$ cat config.mk
export PLATFORM = sky130hd
export DESIGN_NAME = mul8x16_seq
export DESIGN_NICKNAME = d
export VERILOG_FILES = /design/src/rtl/mul8x16_seq.sv
export SDC_FILE = /design/constraint.sdc
export NUM_CORES = 1
export LEC_CHECK = 0
export CAP_MARGIN = 20
export CORE_AREA = 5 5 107 109
export CTS_BUF_LIST = sky130_fd_sc_hd__clkbuf_2 sky130_fd_sc_hd__clkbuf_4 sky130_fd_sc_hd__clkbuf_8
export DETAILED_ROUTE_END_ITERATION = 12
export DIE_AREA = 0 0 112 114
export PLACE_DENSITY_LB_ADDON = 0.08
export SYNTH_ARGS = -nofsm -noshare
export SYNTH_HDL_FRONTEND = slang
export SYNTH_SLANG_ARGS = --single-unit
$ cat constraint.sdc
create_clock -name clk -period 4.7 [get_ports clk]
set_input_delay 0.94 -clock clk [delete_from_list [all_inputs] [get_ports clk]]
set_output_delay 0.94 -clock clk [all_outputs]
set_load 0.02 [all_outputs]
$ cat src/rtl/mul8x16_seq.sv
`timescale 1ns / 1ps
// Sequential signed 8x16 multiplier: radix-2 shift-add on operand magnitudes, sign fixed at the end.
// Launches on a falling edge of start; 17-cycle fixed latency from the launch edge.
module mul8x16_seq (
   input  logic        clk,
   input  logic        reset,
   input  logic        start,
   input  logic [7:0]  a,
   input  logic [15:0] b,
   output logic [23:0] p,
   output logic        done,
   output logic        busy
);

   typedef enum logic [1:0] {StIdle, StRun, StFix, StDone} state_e;

   state_e      r_state;
   state_e      w_state_d;
   logic        r_start_q;
   logic [8:0]  r_mag_a;
   logic [15:0] r_mag_b;
   logic        r_sign;
   logic [23:0] r_acc;
   logic [3:0]  r_cnt;
   logic [23:0] r_p;
   logic        r_done;

   logic        w_launch;
   logic [8:0]  w_a_ext;
   logic [8:0]  w_abs_a;
   logic [15:0] w_abs_b;
   logic [23:0] w_addend;

   // 9-bit magnitude so that |-128| = 128 is representable
   assign w_a_ext  = {a[7], a};
   assign w_abs_a  = a[7] ? (~w_a_ext + 9'd1) : w_a_ext;
   assign w_abs_b  = b[15] ? (~b + 16'd1) : b;
   assign w_addend = {15'd0, r_mag_a} << r_cnt;

   assign w_launch = r_start_q & ~start & ((r_state == StIdle) | (r_state == StDone));

   always_comb begin
      w_state_d = r_state;
      case (r_state)
         StIdle:  if (w_launch) w_state_d = StRun;
         StRun:   if (r_cnt == 4'd15) w_state_d = StFix;
         StFix:   w_state_d = StDone;
         StDone: begin
            if (w_launch) begin
               w_state_d = StRun;
            end else if (start) begin
               w_state_d = StIdle;
            end
         end
         default: w_state_d = StIdle;
      endcase
   end

   always_ff @(posedge clk) begin
      if (!reset) begin
         r_state   <= StIdle;
         r_start_q <= 1'b0;
         r_mag_a   <= 9'd0;
         r_mag_b   <= 16'd0;
         r_sign    <= 1'b0;
         r_acc     <= 24'd0;
         r_cnt     <= 4'd0;
         r_p       <= 24'd0;
         r_done    <= 1'b0;
      end else begin
         r_start_q <= start;
         r_state   <= w_state_d;
         if (w_launch) begin
            r_mag_a <= w_abs_a;
            r_mag_b <= w_abs_b;
            r_sign  <= a[7] ^ b[15];
            r_acc   <= 24'd0;
            r_cnt   <= 4'd0;
            r_done  <= 1'b0;
         end else if (r_state == StRun) begin
            if (r_mag_b[r_cnt]) begin
               r_acc <= r_acc + w_addend;
            end
            r_cnt <= r_cnt + 4'd1;
         end else if (r_state == StFix) begin
            r_p    <= r_sign ? (~r_acc + 24'd1) : r_acc;
            r_done <= 1'b1;
         end
      end
   end

   assign p    = r_p;
   assign done = r_done;
   assign busy = (r_state == StRun) | (r_state == StFix);

endmodule
==> results of run 1 <==
==> layout make-up <==
cell class / count / area, µm² / share of cell area
clock buffers: 9 / 124 / 0.0195
clock inverters: 6 / 67.6 / 0.0106
inverters: 18 / 67.6 / 0.0106
multi-input cells: 558 / 3720 / 0.586
flip-flops and latches: 82 / 1640 / 0.258
well taps: 140 / 175 / 0.0276
repair buffers: 57 / 553 / 0.0871
==> power by group through the flow <==
stage / combinational [mW] / clock (mW) / sequential [mW]
finish: 0.632 / 0.517 / 0.819
global route: 0.694 / 0.563 / 0.830
CTS: 0.633 / 0.531 / 0.819
detailed placement: 0.631 / 0 / 0.836
global placement: 0.619 / 0 / 0.833
floorplan: 0.410 / 0 / 0.852
==> worst register-to-register path, stage by stage (launching register included) <==
cell and delay, ns:
dfxtp_1 0.67, mux2_2 0.41, a21oi_1 0.29, nor2_1 0.07
a21oi_1 0.17, o22ai_1 0.12, ha_1 0.46, nand4_1 0.16
a211oi_1 0.24, o21ai_0 0.16, a22oi_1 0.37, a21oi_1 0.14
xor2_1 0.19, or3_1 0.31, a21oi_1 0.13
==> sequential cells by signal (all words and copies together) (netlist names) <==
| register | flops |
|---|---|
| r_mag_a | 9 |
| done | 1 |
| r_cnt | 4 |
| r_start_q | 1 |
| r_acc | 24 |
| r_sign | 1 |
| r_state | 2 |
| p | 24 |
| r_mag_b | 16 |
==> logic make-up after synthesis <==
group           synth area share
simple gates               0.198
fa+ha+maj                 0.0728
xor+xnor                   0.100
mux                       0.0603
flops                      0.293
compound gates             0.233
buf+inv                   0.0442
==> worst paths after layout <==
path	slack [ns]	end	cells after the start	start
setup / recovery	0.73	r_acc[23]	14	r_cnt[1]
hold / removal	0.48	done	2	done
setup reg to reg	0.73	r_acc[23]	14	r_cnt[1]
hold reg to reg	0.48	done	2	done
==> per-layer routing <==
layer	part of all wire	up-vias	wire, µm	global-route usage
li1	-	2547	-	-
met1	0.44	2370	6280	0.274
met2	0.50	120	7030	0.403
met3	0.036	28	514	0.0345
met4	0.025	0	352	0.0793
met5	0	-	0	0
==> per-stage QoR <==
step	util	hold slack (ns)	std cells	area, µm²	total power [mW]
2_1_floorplan	-	0.438	697	5610	1.26
3_3_place_gp	0.586	0.448	855	6160	1.45
3_5_place_dp	0.586	0.463	855	6160	1.47
4_1_cts	0.604	0.479	870	6350	1.98
5_1_grt	0.604	0.508	870	6350	2.09
6_report	0.604	0.478	870	6350	1.97
==> synth_stat cells, drive strengths merged, types with 8 or more instances <==
library cell	count
dfxtp	82
a21oi	45
o211a	35
xor2	40
clkbuf	29
nand3	13
and2	9
nor2	63
nand2	106
o21ai	49
ha	31
xnor2	24
nor3	11
buf	10
inv	17
nand3b	8
o31ai	13
mux2i	18
==> cells in the final DEF (no fill, tap or decap), types with 7 or more instances in the layout <==
cell type,count
nand2_1,105
o211a_1,35
a21oi_1,45
nand3_1,13
o31ai_1,13
o21ai_0,48
a21o_1,7
nand3b_1,8
inv_1,17
nor2_1,63
ha_1,31
xor2_1,40
dfxtp_1,82
nor2b_1,7
and2_1,9
nor3_1,10
clkbuf_8,9
xnor2_1,24
clkdlybuf4s50_1,51
mux2i_1,18
==> results.cfg, run 1 <==
[power_and_ir_drop]
p_clk_frac = 0.263
netSwitchingPower_uw = 685
comb_power_share = 0.321
seqPwrFrac = 0.416
power_density_nw_per_um2 = 310
p_int_mw = 1.28
swShare = 0.348
max-vdd-ir-drop_v = 0.000168
power_leakage_nw = 2.90

[detailed_routing]
vias_per_cell = 5.82
routed_wl_um = 14200
wl_per_cell_um = 16.3
drc = 0
drt_iter0_drc = 471
ant_nets = 0
drt_first_pass_iters = 5
via_count = 5065

[yosys]
synth_area_leaders = dfxtp_1 (29%), nand2_1 (7.0%), ha_1 (6.9%)
synth_top_area_frac = 0.293
ys_warn_count = 0
synth_edf_count = 0
syn_avg_cell_area_um2 = 8.04
synth_fp_nets = 756
synth_cell_types = 59
ys_async_sr_fraction = 0
ys.flop_type = dfxtp_1
synthCells = 697
yosys_register_bits = 82
ys_seq_area_frac = 0.293
mappedNetlistArea_um2 = 5610
synth_top_area_cell = dfxtp_1

[global_routing]
grt.overflow.total = 0
grt_pass1_vias = 4825
antenna_found_initial = 0
grtUsageTotal = 0.225
grt_pass1_wl_um = 23400
grt_max_degree = 57

[flow_run]
drv_cap = 0

[setup_path]
max_stage_delay_ns = 0.67
crit_family = compound AO/OA/AOI/OAI gates
path_max_fanout = 15
worst_setup_path_end_kind = flop
start_kind = flop
crit_type = flop to flop
worstPathCellList = mux2_2 -> a21oi_1 -> nor2_1 -> a21oi_1 -> o22ai_1 -> ha_1 -> nand4_1 -> a211oi_1 -> o21ai_0 -> a22oi_1 -> a21oi_1 -> xor2_1 -> or3_1 -> a21oi_1
critPathBufInv = 0
slowest_stage = dfxtp_1
crit_top_cell = a21oi_1
cp.arrival_ns = 4.25
required_ns = 4.98

[floorplan]
fp-row-count = 38
die_h_um = 114
die_w_um = 112
ios = 53
core-area_um2 = 10500
die_area_um2 = 12800
initial_core_util = 0.534

[finish]
layout-drive-gt1-share = 0.0507
filler_cell_count = 954
antenna_cells = 0
syn_to_final_growth_pct = 13.3
fin_nets = 785

[sta]
grt_setup_unrepaired = false
fmax_mhz = 252
finalClockSkew_ns = 0.0116
slew_violations = 0
layout_min_cycle_time_ns = 3.97
hold_viol = 0
worstMarginPinSlew_ns = 0.996
setup_viol = 0
relSlewSlack = 0.334
setup_tns_ns = 0
fin_ws_ns = 0.732
fin_crit_sh = 0.844

[cts]
cts_buffer_depth = 2
cts_tree = done
hold_buffers = 0
cts-root-buf = clkbuf_8
post_cts_buffers = 0
cts_buffers = 9
clkSlewWorstSetupHoldPaths_ns = 0.08
cts.sinks = 82
cts_max_level = 3
clkLatencyLatePin_ns = 0.37
ctsResizeCount = 0

[worst_hold_path]
hp-class = flop to flop

[placed_design]
gp_congestion = 0.977
dpl_worst_slack_ns = 0.824
dp_hpwl_um = 10900
io_buffers = 52

[status]
outcome = complete, no violations
(Power assumes the default switching activity.)
==> run 2, diff against run 1 <==
- CORE_AREA: 5 5 107 109 -> 5 5 108 110
- DIE_AREA: 0 0 112 114 -> 0 0 113 115
- clock period: 4.7 -> 3.3 ns (I/O delays scaled with it)
==> run 2 against run 1 <==
Critical path depth grew 2. Cell count is 6.0% higher. Maximum frequency rose by 24%. Global-route usage increased by 0.069 points. Combinational power grew 71%. Worst hold slack hardly changed. Count of clock-buffer cells in the layout grew 1. Wire length up 5.5%. Clock skew increased by 0.0046 ns. Clock power grew 69%. Largest cell class unchanged.
==> results.cfg, run 2 (synthesis gave the netlist of run 1 again) <==
[status]
outcome = complete, no violations

[floorplan]
core-area_um2 = 10600
die_h_um = 115
fp-row-count = 38
die_area_um2 = 13000
ios = 53
die_w_um = 113
initial_core_util = 0.529

[cts]
cts.sinks = 82
cts_buffers = 9
hold_buffers = 0
cts_buffer_depth = 2
cts_max_level = 3
cts-root-buf = clkbuf_8
clkLatencyLatePin_ns = 0.36
clkSlewWorstSetupHoldPaths_ns = 0.09
cts_tree = done

[sta]
setup_viol = 0
fmax_mhz = 312
grt_setup_unrepaired = true
layout_min_cycle_time_ns = 3.21
fin_crit_sh = 0.972
finalClockSkew_ns = 0.0162
hold_viol = 0
slew_violations = 0
hold_ws_ns = 0.479
relSlewSlack = 0.411
worstMarginPinSlew_ns = 0.883
fin_ws_ns = 0.0918

[worst_hold_path]
hp-class = flop to flop
min-delay-start = r_mag_b[10]

[global_routing]
grt_pass1_wl_um = 24300
antenna_found_initial = 0
grt_max_degree = 47
grtUsageTotal = 0.225
grt.overflow.total = 0
grt_pass1_vias = 5212

[power_and_ir_drop]
power_density_nw_per_um2 = 443
fin_total_pwr_mw = 3.12
max-vdd-ir-drop_v = 0.000248
power_leakage_nw = 3.18

[detailed_routing]
drt_iter0_drc = 316
drt_first_pass_iters = 5
drc = 0
vias_per_cell = 5.74
wl_per_cell_um = 16.2
routed_wl_um = 15000
via_count = 5296
ant_nets = 0

[finish]
final_cell_mix = nand2_1 (105), dfxtp_1 (80), nor2_1 (62), buf_4 (54), clkdlybuf4s50_1 (51)
fin_cells = 922
syn_to_final_growth_pct = 25.3
layout-drive-gt1-share = 0.168
final_common_cell = nand2_1
antenna_cells = 0
fin_nets = 836

[setup_path]
worst_setup_path_end_kind = flop
cp.arrival_ns = 3.45
slowest_stage = dfxtp_4
worstPathCellList = buf_6 -> and2_1 -> o31a_1 -> nand2_1 -> o21ai_0 -> nand2_1 -> o21ai_2 -> ha_4 -> and3_4 -> and2_1 -> a221oi_2 -> nand3b_1 -> o31ai_4 -> xnor2_1 -> mux2i_1 -> nor2_1
path_max_fanout = 8
r2r_start = r_cnt[1]
critPathBufInv = 1
start_kind = flop
startpoint = r_cnt[1]
crit_family = compound AO/OA/AOI/OAI gates
required_ns = 3.54
max_stage_delay_ns = 0.40
crit_type = flop to flop
reg2reg_slack_ns = 0.09

[placed_design]
dp_hpwl_um = 11100
dpl_worst_slack_ns = -0.190
io_buffers = 52
dp.cells = 900
gp_congestion = 0.936

[flow_run]
drv_cap = 0
[run 2: repair_timing]
action,CTS,global route
buffers inserted,0,6
gates resized for setup,5,60
setup endpoints to repair,5,10
endpoints found under the hold margin,0,0
pin swaps,2,18
[run 2: worst paths after layout]
| path | endpoint | cells after the start |
|---|---|---|
| setup / recovery | r_acc[22] | 16 |
| hold / removal | r_mag_b[10] | 2 |
| setup reg to reg | r_acc[22] | 16 |
| hold reg to reg | r_mag_b[10] | 2 |
[run 2: layer usage]
metal  track usage  vias to the layer above  part of all wire
met3        0.0332                       27             0.036
met5             0                        -                 0
met4        0.0753                        0             0.028
li1              -                     2645                 -
met2         0.404                      105              0.51
met1         0.277                     2519              0.43
[run 2: final cells by class]
type,instances,area [µm²]
multi-input combinational,558,3950
fill,945,3580
sequential,82,1650
timing repair buffer,108,943
tap,140,175
clock buffer,10,138
clock inverter,6,96.3
inverter,18,71.3
[run 2: tightest hold or removal path, delay by kind of cell (launching register included)]
kind | cells | cell delay (ns)
DFF | 1 | 0.32
AOI/OAI and AO/OA | 1 | 0.06
and+or+nand+nor | 1 | 0.05
[run 2: stage by stage]
step | area (µm²) | util | TNS [ns]
after floorplan | 5610 | - | 0
after global placement | 6500 | 0.613 | -0.238
after detailed placement | 6500 | 0.613 | -0.369
after CTS | 6740 | 0.636 | 0
after global routing | 7030 | 0.663 | -0.176
final | 7030 | 0.663 | 0
[run 2: power breakdown]
part / switching, mW / leakage, nW / internal (mW)
logic: 0.569 / 2.40 / 0.514
registers: 0.0717 / 0.666 / 1.09
clock network: 0.417 / 0.115 / 0.457
total: 1.06 / 3.18 / 2.06
==> run 3, diff against run 2 <==
--- a/config.mk
+++ b/config.mk
@@ -7,7 +7,8 @@
 export LEC_CHECK = 0
+export ABC_AREA = 1
 export CAP_MARGIN = 20
-export CORE_AREA = 5 5 108 110
+export CORE_AREA = 5 5 115 117
 export CTS_BUF_LIST = sky130_fd_sc_hd__clkbuf_2 sky130_fd_sc_hd__clkbuf_4 sky130_fd_sc_hd__clkbuf_8
 export DETAILED_ROUTE_END_ITERATION = 12
-export DIE_AREA = 0 0 113 115
+export DIE_AREA = 0 0 120 122
 export PLACE_DENSITY_LB_ADDON = 0.08
--- a/constraint.sdc
+++ b/constraint.sdc
@@ -3,2 +3,2 @@
 set_output_delay 0.66 -clock clk [all_outputs]
-set_load 0.02 [all_outputs]
+set_load 0.005 [all_outputs]
==> run 3 against run 2 <==
Critical path depth is 2 higher. First-iteration DRC count is 21% higher. Synthesized area is 16% higher. Count of clock-buffer cells in the layout is 1 higher. Utilization is 5.7 points lower. Setup slack better by 0.26 ns. Cell count is 44% higher. Critical endpoint is now r_acc[23].
==> results.cfg, run 3 <==
[finish]
filler_cell_count = 1292
fin_nets = 1233
antenna_cells = 0
final_common_cell = nand2_1
fin_cells = 1329
syn_to_final_growth_pct = 13.9
final_cell_mix = nand2_1 (354), inv_1 (180), nor2_1 (138), dfxtp_1 (82), nand3_1 (78)
layout-drive-gt1-share = 0.0356

[global_routing]
antenna_found_initial = 0
grtUsageTotal = 0.254
grt_max_degree = 50
grt_pass1_vias = 6144
grt.overflow.total = 0
grt_pass1_wl_um = 29800

[floorplan]
core-area_um2 = 12300
die_w_um = 120
die_area_um2 = 14600
fp-row-count = 41
initial_core_util = 0.532
die_h_um = 122
ios = 53

[yosys]
synth_fp_nets = 1188
synth_top_family_by_area = simple AND/OR/NAND/NOR gates
ys_warn_count = 0
synth_top_area_frac = 0.252
yosys.area_share.simple = 0.384
mappedNetlistArea_um2 = 6520
synth_area_leaders = dfxtp_1 (25%), nand2_1 (20%), inv_1 (10%)
synth_cell_types = 39
synth_edf_count = 0
synthXorXnorAreaFrac = 0.0403
synth_mux_area_frac = 0.00154
ys_seq_area_frac = 0.252
ys.flop_type = dfxtp_1
yosys.cell_count.top_type = nand2_1
synth_top_area_cell = dfxtp_1
synthCells = 1129
synth_commonest_cells = nand2_1 (354), inv_1 (180), nor2_1 (139), dfxtp_1 (82), nand3_1 (78)
syn_avg_cell_area_um2 = 5.77
synth_compound_area_frac = 0.128
yosys_register_bits = 82
synth_fa_ha_area_frac = 0.0626
ys_async_sr_fraction = 0

[cts]
clkSlewWorstSetupHoldPaths_ns = 0.08
hold_buffers = 0
clkLatencyLatePin_ns = 0.37
cts_buffer_depth = 2
cts_buffers = 9
cts-root-buf = clkbuf_8
cts_tree = done
cts.sinks = 82
cts_max_level = 3

[power_and_ir_drop]
p_int_mw = 2.26
power_density_nw_per_um2 = 490
max-vdd-ir-drop_v = 0.000279
swShare = 0.379
seqPwrFrac = 0.351
power_leakage_nw = 3.84
netSwitchingPower_mw = 1.38
comb_power_share = 0.413
fin_total_pwr_mw = 3.64
p_clk_frac = 0.235

[setup_path]
critPathBufInv = 4
required_ns = 3.56
crit_type = flop to flop
cp.arrival_ns = 3.21
start_kind = flop
max_stage_delay_ns = 0.47
crit_family = compound AO/OA/AOI/OAI gates
worstPathCellList = buf_4 -> o21ai_0 -> o21ai_0 -> o21ai_0 -> o22ai_1 -> ha_1 -> nand2_1 -> inv_1 -> nand2_1 -> nand2_1 -> inv_1 -> nand2_1 -> nand2_1 -> nand3_1 -> nand2_1 -> nand3_1 -> nand2_1 -> inv_1
slowest_stage = dfxtp_1
path_max_fanout = 10
crit_top_cell = nand2_1
worst_setup_path_end_kind = flop

[sta]
fin_crit_sh = 0.893
relSlewSlack = 0.522
hold_ws_ns = 0.456
setup_viol = 0
worstMarginPinSlew_ns = 0.715
setup_tns_ns = 0
hold_viol = 0
finalClockSkew_ns = 0.0179
slew_violations = 0
grt_setup_unrepaired = false
layout_min_cycle_time_ns = 2.95
fmax_mhz = 339

[detailed_routing]
wl_per_cell_um = 13.9
drt_first_pass_iters = 5
via_count = 6824
drc = 0
vias_per_cell = 5.13
ant_nets = 0
routed_wl_um = 18400
drt_iter0_drc = 383

[placed_design]
dp.cells = 1313
io_buffers = 52
dp_hpwl_um = 14800
gp_congestion = 0.968

[flow_run]
drv_cap = 0

[worst_hold_path]
hp-class = flop to flop

[status]
outcome = complete, no violations
==> run 3: final cells by class <==
cell class                      count  area [µm²]  share of cell area
Clock buffer                       11         145              0.0196
Clock inverter                      5        85.1              0.0115
Inverter                          184         691              0.0931
Multi-Input combinational cell    828        4020               0.542
Sequential cell                    82        1640               0.221
Tap cell                          150         188              0.0253
Timing Repair Buffer               69         648              0.0873
==> run 3: layer usage <==
metal | wire length, µm | vias up | GRT usage
met2 | 9200 | 117 | 0.451
li1 | - | 3636 | -
met1 | 8030 | 3039 | 0.311
met3 | 648 | 32 | 0.0339
met5 | 0 | - | 0
met4 | 547 | 0 | 0.104
==> run 3: logic make-up after synthesis <==
| logic type | count (synthesis) |
|---|---|
| muxes | 1 |
| buffers and inverters | 219 |
| and+or+nand+nor | 612 |
| DFF | 82 |
| AOI/OAI and AO/OA | 153 |
| xor gates and xnor gates | 30 |
| adders and majority gates | 32 |
==> run 3: what timing repair did <==
item                                    CTS  global route
endpoints found under the setup margin    0             4
setup buffers                             0             0
resized for setup                         0             2
hold endpoints to repair                  0             0
==> run 3: worst paths after layout <==
| path | from | endpoint | slack [ns] | cells past startpoint |
|---|---|---|---|---|
| setup / recovery | r_cnt[0] | r_acc[23] | 0.35 | 18 |
| setup reg to reg | r_cnt[0] | r_acc[23] | 0.35 | 18 |
| hold / removal | r_mag_b[11] | r_mag_b[11] | 0.46 | 2 |
| hold reg to reg | r_mag_b[11] | r_mag_b[11] | 0.46 | 2 |
==> run 3: metrics by stage <==
| stage | area, µm² | utilization | setup WS, ns |
|---|---|---|---|
| floorplan | 6520 | - | 0.663 |
| global placement | 7190 | 0.586 | 0.310 |
| detailed placement | 7190 | 0.586 | 0.279 |
| CTS | 7420 | 0.605 | 0.272 |
| global route | 7420 | 0.605 | 0.0264 |
| finish | 7420 | 0.605 | 0.351 |
==> run 3: worst reg2reg max path: stages (launching register included) <==
cell,delay (ns)
dfxtp_1,0.47
buf_4,0.21
o21ai_0,0.12
o21ai_0,0.26
o21ai_0,0.18
o22ai_1,0.32
ha_1,0.37
nand2_1,0.14
inv_1,0.06
nand2_1,0.06
nand2_1,0.07
inv_1,0.06
nand2_1,0.06
nand2_1,0.11
nand3_1,0.09
nand2_1,0.07
nand3_1,0.06
nand2_1,0.09
inv_1,0.04
==> run 3: power by group through the flow <==
stage          combinational, mW  clock [mW]  sequential (mW)
2_1_floorplan               1.01           0             1.28
3_3_place_gp                1.50           0             1.30
3_5_place_dp                1.51           0             1.30
4_1_cts                     1.52       0.871             1.28
5_1_grt                     1.71       0.918             1.30
6_report                    1.50       0.856             1.28
==> RTL change 1 (settings of run 2) <==
The 4 states of `state_e` get a one-hot encoding in 4 bits.
--- a/src/rtl/mul8x16_seq.sv
+++ b/src/rtl/mul8x16_seq.sv
@@ -12,7 +12,7 @@
    output logic        busy
 );
 
-   typedef enum logic [1:0] {StIdle, StRun, StFix, StDone} state_e;
+   typedef enum logic [3:0] {StIdle = 4'b0001, StRun = 4'b0010, StFix = 4'b0100, StDone = 4'b1000} state_e;
 
    state_e      r_state;
    state_e      w_state_d;
Behaviour: no difference found for any inputs over 10 cycles, from zero or initial values and one cycle with reset low; not proved beyond that.
==> RTL change 1 against run 2 <==
Setup slack lost 0.015 ns; cell count grew 7.0%; design area grew 4.9%; die area is the same; count of clock-buffer cells in the layout is the same; area after synthesis grew 6.0%; sequential cell count grew 2; wire length grew 11%; sequential share of layout area shrank 0.58 points; synthesized cell count grew 8.9%.
Power is not compared: it rests on default switching activity, and its combinational part moved more than twofold at a synthesized area within 25%.
==> RTL change 1: results (changes against run 2) <==
metric,value,unit,change
status,"complete, no violations",,unchanged
highest routed layer,met4,,unchanged
Slew HR,55.87,%,was 41.12%
H-Tree Depth,3,,unchanged
Syn Nets,814,,was 756
Nets,897,,was 836
Worst Skew,0.01342,ns,was 0.01622 ns
ANT cells,0,,unchanged
DR WL met2,7529,microns,was 7572 microns
drt pass-1 iters,5,,unchanged
largest net degree at the start of global routing,53,,was 47
synth top area cells,"dfxtp_1 (28%), nand2_1 (7.9%), o211a_1 (6.7%), xor2_1 (5.9%), ha_1 (5.7%)",,"was dfxtp_1 (29%), nand2_1 (7.0%), ha_1 (6.9%), o211a_1 (6.2%), xor2_1 (6.2%)"
Commonest cells post-synth,"nand2_1 (125), dfxtp_1 (84), nor2_1 (66)",,"was nand2_1 (105), dfxtp_1 (82), nor2_1 (63)"
top_reg_cell synth,dfxtp_1,,unchanged
Critical Path AT,3.48,ns,was 3.45 ns
M1 wire length,7706,microns,was 6426 microns
post-synthesis sequential area ratio,28.31,%,was 29.28%
Synth cell types,64,,was 59
Post-Syn Instances,759,,was 697
dpl cells,970,,was 900
Via density,5.957,,was 5.744
final wirelength,16540,microns,was 14950 microns
Final HPWL DP,12840,microns,was 11090 microns
Synth async-reset ratio,0,%,unchanged
"CTS clk-pin slew, worst paths",0.09,ns,about the same
layout cells sized above 1,15.70,%,was 16.75%
first-pass GRT wire length,26760,microns,was 24320 microns
vias post-DR,5880,,was 5296
RD Place Congestion,0.9763,,was 0.9357
hold crit path type,reg2reg,,unchanged
TritonCTS Buffers,9,,unchanged
met3 wire length,1066,microns,was 531 microns
most numerous cell in the Yosys netlist,nand2_1,,unchanged
GRT Total Usage,25.47,%,was 22.52%
worst-path fanout max,5,,was 8
vias in the first global route,5361,,was 5212
Leakage,0.003396,uW,
Iter 0 DRT Violations,524,,was 316
Worst-Skew Late Latency,0.38,ns,was 0.36 ns
VDD IR max,0.2712,mV,
fillcell total,845,,was 945
Clock Path Buffers,2,,unchanged
## RTL change 1: logic make-up (layout without fill, tap and decap cells)
| group | after synthesis | after routing | synth area share (%) |
|---|---|---|---|
| AND/OR/NAND/NOR | 305 | 305 | 24.01 |
| buffers and inverters | 59 | 147 | 3.938 |
| AO/OA/AOI/OAI | 201 | 201 | 24.39 |
| XOR/XNOR | 57 | 57 | 8.404 |
| multiplexers | 25 | 25 | 4.928 |
| adder cells (fa/ha/maj) | 28 | 28 | 6.024 |
| flip-flops | 84 | 84 | 28.31 |
## RTL change 1: power by group
group          internal, uW  switching [uW]
Clock                   377             399
Combinational           101             111
Sequential             1030            15.7
Total                  1510             526
## RTL change 1: per-stage QoR
stage | hold WS (ns) | worst slack [ns] | total power, uW | setup TNS, ns | area [sq um]
2_1_floorplan | 0.4377 | 0.05017 | 1183 | 0 | 5953
3_3_place_gp | 0.4448 | 0.02659 | 1264 | 0 | 6968
3_5_place_dp | 0.4623 | -0.07807 | 1270 | -0.2331 | 6968
4_1_cts | 0.4759 | 0.003262 | 2042 | 0 | 7192
5_1_grt | 0.5081 | -0.1068 | 2112 | -0.2499 | 7367
6_report | 0.4737 | 0.07684 | 2033 | 0 | 7367
## RTL change 1: worst max-delay path: stages (launching register included)
cell	delay, ns
dfxtp_2	0.39
mux2_2	0.34
nand2_1	0.15
nor3_2	0.09
buf_4	0.15
fa_1	0.42
a211oi_1	0.34
o21ai_1	0.13
a211oi_1	0.34
o31ai_1	0.17
nand2_1	0.10
a2111oi_0	0.09
or3_1	0.38
## RTL change 1: layout make-up
class	instances	share of cell area, %
well taps	140	2.378
clock inverters	6	0.9851
multi-input cells	616	57.32
inverters	13	0.6624
repair buffers	118	13.89
flip-flops and latches	84	22.89
clock buffers	10	1.868
## RTL change 1: path summary, 6_finish.rpt
| check | from | slack (ns) | end | cells after the start |
|---|---|---|---|---|
| hold reg to reg | r_mag_b[10] | 0.47 | r_mag_b[10] | 2 |
| setup reg to reg | r_cnt[0] | 0.08 | r_acc[20] | 12 |
| hold / removal | r_mag_b[10] | 0.47 | r_mag_b[10] | 2 |
| setup / recovery | r_cnt[0] | 0.08 | r_acc[20] | 12 |
## RTL change 1: repair_timing
action	in CTS	in global routing
endpoints found under the setup margin	7	13
gates cloned	0	0
setup buffers	0	1
pin swaps	0	9
gates resized for setup	5	39
## RTL change 1: per-layer routing
metal / vias up / global-route usage (%)
met2: 174 / 40.52
li1: 2920 / -
met4: 0 / 8.173
met3: 18 / 4.368
met1: 2768 / 35.34
met5: - / 0
==> RTL change 2 (flow settings as in run 2) <==
Made on the original files. Make the reset (`reset`) asynchronous in one clocked block.
--- a/src/rtl/mul8x16_seq.sv
+++ b/src/rtl/mul8x16_seq.sv
@@ -56,7 +56,7 @@
       endcase
    end
 
-   always_ff @(posedge clk) begin
+   always_ff @(posedge clk or negedge reset) begin
       if (!reset) begin
          r_state   <= StIdle;
          r_start_q <= 1'b0;
Check against the original RTL: differs if reset is asserted again (counterexample within 4 cycles, from zero or initial values and one cycle with reset low); with reset held inactive, the same outputs for 10 cycles.
==> RTL change 2 against run 2 <==
Count of clock-buffer cells in the layout down 1; highest routed layer unchanged; critical endpoint is now r_acc[21]; design area increased by 2.0%; setup slack better by 0.017 ns; sequential cell count unchanged; critical path depth grew 1; area after synthesis rose by 5.3%; wire length fell by 0.83%.
Power is not compared: it rests on default switching activity, and its combinational part moved more than twofold at a synthesized area within 25%.
==> RTL change 2: results (changes against run 2) <==
metric,value,unit,change
status,"complete, no violations",,unchanged
ANT cells,0,,unchanged
Overflow after GRT,0,,unchanged
RD Place Congestion,0.9719,,was 0.9357
Worst-Skew Late Latency,0.37,ns,
CTS root buf,clkbuf_8,,unchanged
first-pass GRT wire length,25270,microns,was 24320 microns
Slew @ Worst Pin,0.8471,ns,was 0.8832 ns
adder-cell share of the synthesized area,6.911,%,was 7.275%
cts repair resizes,6,,was 5
xor and xnor area share after synthesis,8.756,%,was 9.998%
Place WS,-0.1832,ns,was -0.1903 ns
Setup Buffers After CTS,0,,unchanged
CP endpoint,r_acc[21],,was r_acc[22]
Iter 0 DRT Violations,313,,was 316
top_reg_cell synth,dfrtp_1,,was dfxtp_1
area grow syn2layout,21.43,%,was 25.31%
TritonCTS Buffers,9,,unchanged
layout cells sized above 1,15.30,%,was 16.75%
Synth async-reset ratio,100.0,%,was 0%
post-synthesis sequential area ratio,34.77,%,was 29.28%
Avg WL per Cell,16.15,microns,was 16.22 microns
"Power, Total",7131,uW,
DR WL met2,7428,microns,was 7572 microns
share of power burned in registers,26.7,%,
fillcell total,869,,was 945
"CTS clk-pin slew, worst paths",0.09,ns,about the same
yosys synthesis warning count,0,,unchanged
DRC viols,0,,unchanged
CP Launch Point,r_cnt[1],,unchanged
met3 wire length,732,microns,was 531 microns
met3 Use GR,3.474,%,was 3.316%
dpl cells,897,,was 900
largest net degree at the start of global routing,83,,was 47
Via density,5.810,,was 5.744
synth top area cells,"dfrtp_1 (35%), nand2_1 (6.7%), ha_1 (6.6%), xor2_1 (6.2%), a21oi_1 (4.9%)",,"was dfxtp_1 (29%), nand2_1 (7.0%), ha_1 (6.9%), o211a_1 (6.2%), xor2_1 (6.2%)"
Commonest cells post-synth,"nand2_1 (106), dfrtp_1 (82), nor2_1 (65)",,"was nand2_1 (105), dfxtp_1 (82), nor2_1 (63)"
Synth cell types,65,,was 59
post-synthesis compound-gate area fraction,19.78,%,was 23.25%
FF-to-FF path depth,17,,was 16
vias in the first global route,5227,,was 5212
M1 wire length,6216,microns,was 6426 microns
hold crit path type,in2async,,was reg2reg
worst-path fanout max,6,,was 8
Final Non-Filler Cells,918,,was 922
GRT Total Usage,23.98,%,was 22.52%
Post-Syn Instances,701,,was 697
worst hold slack,0.1928,ns,was 0.4787 ns
Critical Path AT,3.48,ns,was 3.45 ns
Final HPWL DP,11180,microns,was 11090 microns
met2 usage,42.61,%,was 40.40%
mux contribution to synthesized area,6.212,%,was 6.025%
Worst Skew,0.01061,ns,was 0.01622 ns
M1 GR Usage,29.83,%,was 27.71%
worst reg2reg setup slack,0.11,ns,was 0.09 ns
Syn Nets,760,,was 756
Nets,832,,was 836
"Cell Area, Placed",0.006746,sq mm,was 0.006497 sq mm
==> RTL change 2: changes by cell type after synthesis, moves of 7 or more <==
cell	before	now
clkbuf_1	29	22
o211a_1	35	1
o21ai_0	48	58
mux2_2	4	15
dfxtp_1	82	0
xnor2_1	24	17
dfrtp_1	0	82
a21oi_1	45	58
==> RTL change 2: critical path, cell delays in order, from the launching register on <==
cell and delay [ns]:
dfrtp_2 0.43, buf_4 0.17, mux2i_2 0.24, nand2_1 0.07, o31a_1 0.13, nand2_1 0.07, o21ai_0 0.10, nand2_1 0.09
o21ai_1 0.10, ha_1 0.39, nand3_1 0.12, nand2_1 0.07, a221oi_2 0.32, buf_4 0.17, nand3b_1 0.11, a41oi_2 0.21
xor2_1 0.10, a211oi_1 0.23
==> RTL change 2: area by class of cell <==
class	count	area share (%)
flip-flops and latches	82	28.67
well taps	140	2.444
repair buffers	95	12.01
clock buffers	9	1.728
multi-input cells	563	52.69
clock inverters	7	1.309
inverters	22	1.152
